### src/rtl/drum_pkg.sv
// Shared drum-machine definitions: mode encoding, pattern geometry, index types.
package drum_pkg;

  typedef enum logic [1:0] {
    MODE_EDIT  = 2'd0,
    MODE_PLAY  = 2'd1,
    MODE_PAUSE = 2'd2,
    MODE_RSVD  = 2'd3
  } mode_e;

  localparam int unsigned NUM_STEPS = 8;
  localparam int unsigned NUM_SMPL  = 4;

  typedef logic [$clog2(NUM_STEPS)-1:0] step_t;
  typedef logic [$clog2(NUM_SMPL)-1:0]  smpl_t;
  typedef logic [NUM_SMPL-1:0]          row_t;

  // Index of the lowest set bit; 0 for an empty row.
  function automatic smpl_t lowest_set(input row_t r);
    smpl_t idx;
    idx = '0;
    for (int unsigned i = NUM_SMPL; i > 0; i--) begin
      if (r[i-1]) idx = smpl_t'(i-1);
    end
    return idx;
  endfunction

endpackage

### src/rtl/step_tick_gen.sv
// Step tempo counter: pulses tick at each step boundary while running.
module step_tick_gen #(
  parameter int unsigned PERIOD_W = 24
) (
  input  logic                clk,
  input  logic                rst,
  input  logic                run,
  input  logic                restart,
  input  logic [PERIOD_W-1:0] step_period,
  output logic                tick
);

  logic [PERIOD_W-1:0] tick_cnt;
  logic [PERIOD_W-1:0] last_cnt;

  // A zero period behaves as one cycle per step.
  always_comb begin
    last_cnt = (step_period == '0) ? '0 : step_period - PERIOD_W'(1);
    tick     = run && (restart || (tick_cnt == last_cnt));
  end

  always_ff @(posedge clk) begin
    if (rst) begin
      tick_cnt <= '0;
    end else if (!run || tick) begin
      tick_cnt <= '0;
    end else begin
      tick_cnt <= tick_cnt + PERIOD_W'(1);
    end
  end

endmodule

### src/rtl/step_scheduler.sv
// Pattern playback: steps through 8 rows and issues each set sample as a trigger.
module step_scheduler
  import drum_pkg::*;
#(
  parameter int unsigned PERIOD_W = 24
) (
  input  logic                clk,
  input  logic                rst,
  input  logic [1:0]          mode,
  input  logic [PERIOD_W-1:0] step_period,
  input  logic [3:0]          seq_smpl_1,
  input  logic [3:0]          seq_smpl_2,
  input  logic [3:0]          seq_smpl_3,
  input  logic [3:0]          seq_smpl_4,
  input  logic [3:0]          seq_smpl_5,
  input  logic [3:0]          seq_smpl_6,
  input  logic [3:0]          seq_smpl_7,
  input  logic [3:0]          seq_smpl_8,
  output logic [2:0]          cur_step,
  output logic                step_strobe,
  output logic                trig_valid,
  output logic [1:0]          trig_smpl,
  input  logic                trig_ready,
  output logic                overrun
);

  mode_e mode_cur;
  mode_e prev_mode;
  logic  play;
  logic  restart;
  logic  tick;
  logic  handshake;
  step_t next_step;
  row_t  next_row;
  row_t  pending;
  row_t  accept_mask;

  always_comb begin
    mode_cur    = mode_e'(mode);
    play        = (mode_cur == MODE_PLAY);
    restart     = play && (prev_mode == MODE_EDIT);
    next_step   = restart ? '0 : cur_step + step_t'(1);
    handshake   = trig_valid && trig_ready;
    accept_mask = handshake ? (row_t'(1) << trig_smpl) : '0;
    case (next_step)
      3'd0:    next_row = seq_smpl_1;
      3'd1:    next_row = seq_smpl_2;
      3'd2:    next_row = seq_smpl_3;
      3'd3:    next_row = seq_smpl_4;
      3'd4:    next_row = seq_smpl_5;
      3'd5:    next_row = seq_smpl_6;
      3'd6:    next_row = seq_smpl_7;
      default: next_row = seq_smpl_8;
    endcase
  end

  assign trig_valid = |pending;
  assign trig_smpl  = lowest_set(pending);

  step_tick_gen #(
    .PERIOD_W (PERIOD_W)
  ) u_tick (
    .clk         (clk),
    .rst         (rst),
    .run         (play),
    .restart     (restart),
    .step_period (step_period),
    .tick        (tick)
  );

  always_ff @(posedge clk) begin
    if (rst) begin
      prev_mode   <= MODE_EDIT;
      cur_step    <= '0;
      pending     <= '0;
      step_strobe <= 1'b0;
      overrun     <= 1'b0;
    end else begin
      prev_mode   <= mode_cur;
      step_strobe <= tick;
      overrun     <= 1'b0;
      if (!play) begin
        pending <= '0;
        if (mode_cur == MODE_EDIT) cur_step <= '0;
      end else if (tick) begin
        // A trigger accepted on the boundary edge is delivered, not dropped.
        cur_step <= next_step;
        pending  <= next_row;
        overrun  <= |(pending & ~accept_mask);
      end else begin
        pending <= pending & ~accept_mask;
      end
    end
  end

endmodule
### config.mk
export PLATFORM = sky130hd
export DESIGN_NAME = step_scheduler
export DESIGN_NICKNAME = d
export VERILOG_FILES = /design/src/rtl/drum_pkg.sv /design/src/rtl/step_tick_gen.sv /design/src/rtl/step_scheduler.sv
export SDC_FILE = /design/constraint.sdc
export NUM_CORES = 1
export LEC_CHECK = 0
export ABC_AREA = 1
export CAP_MARGIN = 20
export CORE_ASPECT_RATIO = 0.5
export CORE_MARGIN = 10
export CORE_UTILIZATION = 45
export CTS_BUF_LIST = sky130_fd_sc_hd__clkbuf_8
export DETAILED_ROUTE_END_ITERATION = 8
export PLACE_DENSITY = 0.71
export SYNTH_ARGS = -nofsm -noshare
export SYNTH_HDL_FRONTEND = slang
export SYNTH_SLANG_ARGS = --single-unit
### constraint.sdc
create_clock -name clk -period 6.15 [get_ports clk]
set_input_delay 1.23 -clock clk [delete_from_list [all_inputs] [get_ports clk]]
set_output_delay 1.23 -clock clk [all_outputs]
set_load 0.1 [all_outputs]
==> impl_summary.log <==
[metrics] HPWL after detailed placement: 7.19 mm
[metrics] total count of hold-check failures in the final report: 0
[metrics] Gates resized, CTS repair: 0
[metrics] dominant delay contributor by cell family on the critical path: simple AND/OR/NAND/NOR gates
[metrics] Die X-Extent: 136 µm
[metrics] max capacitance violation total: 0
[metrics] Yosys top cell area share: 23.2%
[metrics] DRT iter0 DRCs: 210
[metrics] DRC: 0
[metrics] initial antenna violation count: 0
[metrics] highest clock rate: 0.261 GHz
[metrics] sum of routed wire length over all layers: 8.65 mm
[metrics] sequential share of the synthesized area: 23.2%
[metrics] post-synthesis instance total: 522
[metrics] critical path class: in2reg
[metrics] startpoint class of the critical path: input pin
[metrics] cell area after synthesis: 3010 µm²
[metrics] run status: finished, final reports clean
[metrics] Peak supply drop: 0.103 mV
[metrics] die boundary height: 77.9 µm
[metrics] TritonCTS clock tree: done
[metrics] leading post-synthesis cells by cell area: sky130_fd_sc_hd__dfxtp_1 (23%), sky130_fd_sc_hd__nand2_1 (18%), sky130_fd_sc_hd__nor2_1 (10%)
[metrics] cell type with the highest aggregate area in the netlist: sky130_fd_sc_hd__dfxtp_1
[metrics] layout overhead on the synthesized area: 27.5%
[metrics] worst path buffer plus inverter count: 2
[metrics] fraction of layout cells with a size suffix above 1: 3.55%
[metrics] TritonRoute pass-1 iters: 5
[metrics] number of levels in the clock H-tree: 2
[metrics] Min Clock Period, post-route: 3.84 ns
[metrics] wire length of the first global-routing pass: 14.8 mm
[metrics] Synth top cells by count: sky130_fd_sc_hd__nand2_1 (147), sky130_fd_sc_hd__nor2_1 (84), sky130_fd_sc_hd__inv_1 (74), sky130_fd_sc_hd__nand3_1 (49), sky130_fd_sc_hd__dfxtp_1 (35)
[metrics] clock latency reported for the late side of the worst-skew pair: 0.29 ns
[metrics] number of antenna cells inserted: 0
[metrics] net total in the final layout: 654
[metrics] Std-Cell Core Area: 6280 µm²
[metrics] nets in the synthesized netlist: 586
[metrics] ports placed on the boundary: 69
[metrics] vias per inst: 5.00
[metrics] via total after detailed routing: 3396
[metrics] Final setup violation count: 0
[metrics] Finished Core Util: 61.2%
[metrics] global-route usage over all layers: 16.4%
[metrics] cell at the slowest stage of the critical path: sky130_fd_sc_hd__clkdlybuf4s50_1
[metrics] Slew Limit Fails: 0
[metrics] Gate power share: 23.1%
[metrics] buffer cell driving the clock tree root: sky130_fd_sc_hd__clkbuf_8
[metrics] largest net degree at the start of global routing: 44
[metrics] unrepaired setup endpoints after global routing: no
[metrics] Net Sw Power: 142 µW
[metrics] normalized max-slew margin: 31.8%
[metrics] ordered cell list for the critical path: clkdlybuf4s50_1 -> inv_1 -> ha_1 -> nand2_2 -> nor2_4 -> nand3_4 -> nand3_1 -> xor2_1 -> nor2_1 -> nand2_1 -> nor2_1 -> nand2_1 -> nand3_2 -> nor3b_1
[metrics] prevailing post-synth register cell: sky130_fd_sc_hd__dfxtp_1
[metrics] cell with the most instances after synthesis: sky130_fd_sc_hd__nand2_1
[metrics] internal cell power: 363 µW
[metrics] WP data arrival: 4.03 ns
[metrics] final worst-path cycle share: 62.4%
[metrics] crit path max fanout: 43
[metrics] relative contribution of sequential cells to total power: 45.5%
[metrics] number of buffers created by CTS: 5
[metrics] number of clock sinks seen by CTS: 35
[metrics] switching portion of total power: 28.1%
[metrics] number of routed nets with antenna violations: 0
[metrics] Seq cells post-synth: 35
[metrics] routed wirelength normalized by instance count: 12.7 µm
[metrics] Clk pin slew, worst setup/hold paths: 0.07 ns
[metrics] number of enable-type register cells in the synthesized netlist: 0
[metrics] standard-cell row count: 20
[metrics] placer congestion estimate: 0.932
[metrics] initial cell density of the core: 48.0%
[metrics] Worst Clk Skew: 0.00824 ns
[metrics] transition time at the pin with the least slew margin: 1.02 ns
[metrics] Hold Crit Class: reg2reg
[metrics] data required time of the critical path: 6.34 ns
[metrics] Synth async-reset ratio: 0%
[metrics] count of input and output buffers: 68
[metrics] GR Overflow Total: 0
[metrics] mean area per synthesized cell: 5.77 µm²
[metrics] power per cell area: 131 nW/µm²
[metrics] Critical Path Sink Type: register
[metrics] Max Buffers Root-to-Sink: 2
[metrics] Clk pwr share: 31.5%
[metrics] static leakage: 0.00167 µW
[metrics] number of post-CTS setup repair buffers: 0
[metrics] Slowest Stage Delay on Critical Path: 0.39 ns
[metrics] hold-fix buffers at CTS: 0
[metrics] via count of the first global-routing pass: 3197
[metrics] TNS Setup: 0 ns
[metrics] Die Outline Area: 10600 µm²
[metrics] Distinct cells, synth: 33
[metrics] Yosys warning count: 0
==> power groups by stage <==
stage / Clock, µW / Sequential, µW / Combinational [µW]
floorplan: 0 / 239 / 54.7
global placement: 0 / 235 / 116
detailed placement: 0 / 235 / 116
CTS: 163 / 230 / 117
global route: 174 / 230 / 131
finish: 159 / 230 / 117
==> cell usage in the layout (no fill, tap or decap), types with 2 or more instances in the layout <==
cell type,synthesis,final
sky130_fd_sc_hd__nor2_2,4,4
sky130_fd_sc_hd__nor2_4,2,2
sky130_fd_sc_hd__a31oi_1,3,3
sky130_fd_sc_hd__clkbuf_8,0,5
sky130_fd_sc_hd__nor3_1,13,13
sky130_fd_sc_hd__nand3b_1,2,2
sky130_fd_sc_hd__nand2_2,5,5
sky130_fd_sc_hd__dfxtp_1,35,35
sky130_fd_sc_hd__nor3b_1,12,12
sky130_fd_sc_hd__o2111a_1,2,2
sky130_fd_sc_hd__xor2_1,13,13
sky130_fd_sc_hd__a21oi_1,8,8
sky130_fd_sc_hd__nand2_1,147,147
sky130_fd_sc_hd__o21ai_1,4,4
sky130_fd_sc_hd__clkdlybuf4s50_1,0,68
sky130_fd_sc_hd__o21bai_1,2,2
sky130_fd_sc_hd__o21ai_0,10,10
sky130_fd_sc_hd__nand3_1,49,49
sky130_fd_sc_hd__ha_1,3,3
sky130_fd_sc_hd__inv_1,74,75
sky130_fd_sc_hd__nor2_1,84,84
sky130_fd_sc_hd__a32oi_1,3,3
sky130_fd_sc_hd__nand4_1,30,30
==> metal layers <==
layer | global-route usage [%] | vias to the layer above | wire [µm]
met1 | 23.8 | 1431 | 4600
met5 | 0 | - | 0
met3 | 7.20 | 7 | 1110
met4 | 3.21 | 0 | 60
li1 | - | 1833 | -
met2 | 21.4 | 125 | 2880
==> path summary, 6_finish.rpt <==
check | slack [ns] | start | to | cells after the start
worst max-delay path | 2.31 | step_period[0] | u_tick.tick_cnt[11]$_SDFF_PP0_ | 14
worst min-delay path | 0.49 | u_tick.tick_cnt[23]$_SDFF_PP0_ | u_tick.tick_cnt[23]$_SDFF_PP0_ | 2
worst max register to register | 3.63 | cur_step[0]$_SDFFE_PP0P_ | pending[3]$_SDFF_PP0_ | 10
worst min register to register | 0.49 | u_tick.tick_cnt[23]$_SDFF_PP0_ | u_tick.tick_cnt[23]$_SDFF_PP0_ | 2
==> worst reg2reg max path, stage by stage (launching register included) <==
cell                      delay [ns]
sky130_fd_sc_hd__dfxtp_1        0.43
sky130_fd_sc_hd__ha_1           0.19
sky130_fd_sc_hd__xor2_1         0.55
sky130_fd_sc_hd__nand2_1        0.37
sky130_fd_sc_hd__nand2_1        0.15
sky130_fd_sc_hd__inv_1          0.10
sky130_fd_sc_hd__a32o_1         0.21
sky130_fd_sc_hd__a31oi_1        0.13
sky130_fd_sc_hd__nand4_1        0.10
sky130_fd_sc_hd__nor2_1         0.13
sky130_fd_sc_hd__nor2_1         0.06
==> flip-flops by register name (all words and copies together) (netlist names) <==
| register | flops |
|---|---|
| u_tick.tick_cnt | 24 |
| pending | 4 |
| cur_step | 3 |
| prev_mode | 2 |
| overrun | 1 |
| step_strobe | 1 |
==> metrics by stage <==
stage               hold WS [ns]  total power, µW  cells  instance area (µm²)  setup WS (ns)
floorplan                  0.440              294    522                 3010           3.01
global placement           0.474              351    671                 3760           2.12
global route               0.518              535    679                 3840           1.92
finish                     0.494              505    679                 3840           2.31
CTS                        0.491              510    679                 3840           2.32
detailed placement         0.480              351    671                 3760           2.04
==> kinds of logic (layout without fill, tap and decap cells) <==
| group | after synthesis | in the layout | share of synthesized area [%] |
|---|---|---|---|
| AOI/OAI and AO/OA | 36 | 36 | 7.51 |
| adders and majority gates | 3 | 3 | 1.25 |
| xor gates and xnor gates | 14 | 14 | 4.07 |
| buffers and inverters | 81 | 150 | 10.8 |
| DFF | 35 | 35 | 23.2 |
| and+or+nand+nor | 353 | 353 | 53.1 |
==> layout make-up <==
class	count	area, µm²
clock buffer	5	68.8
inverter	74	278
sequential	35	701
tap	88	110
timing repair buffer	68	681
multi-input combinational	406	1990
fill	648	2440
clock inverter	3	16.3
Note: power is estimated with default switching activity, not from simulation.
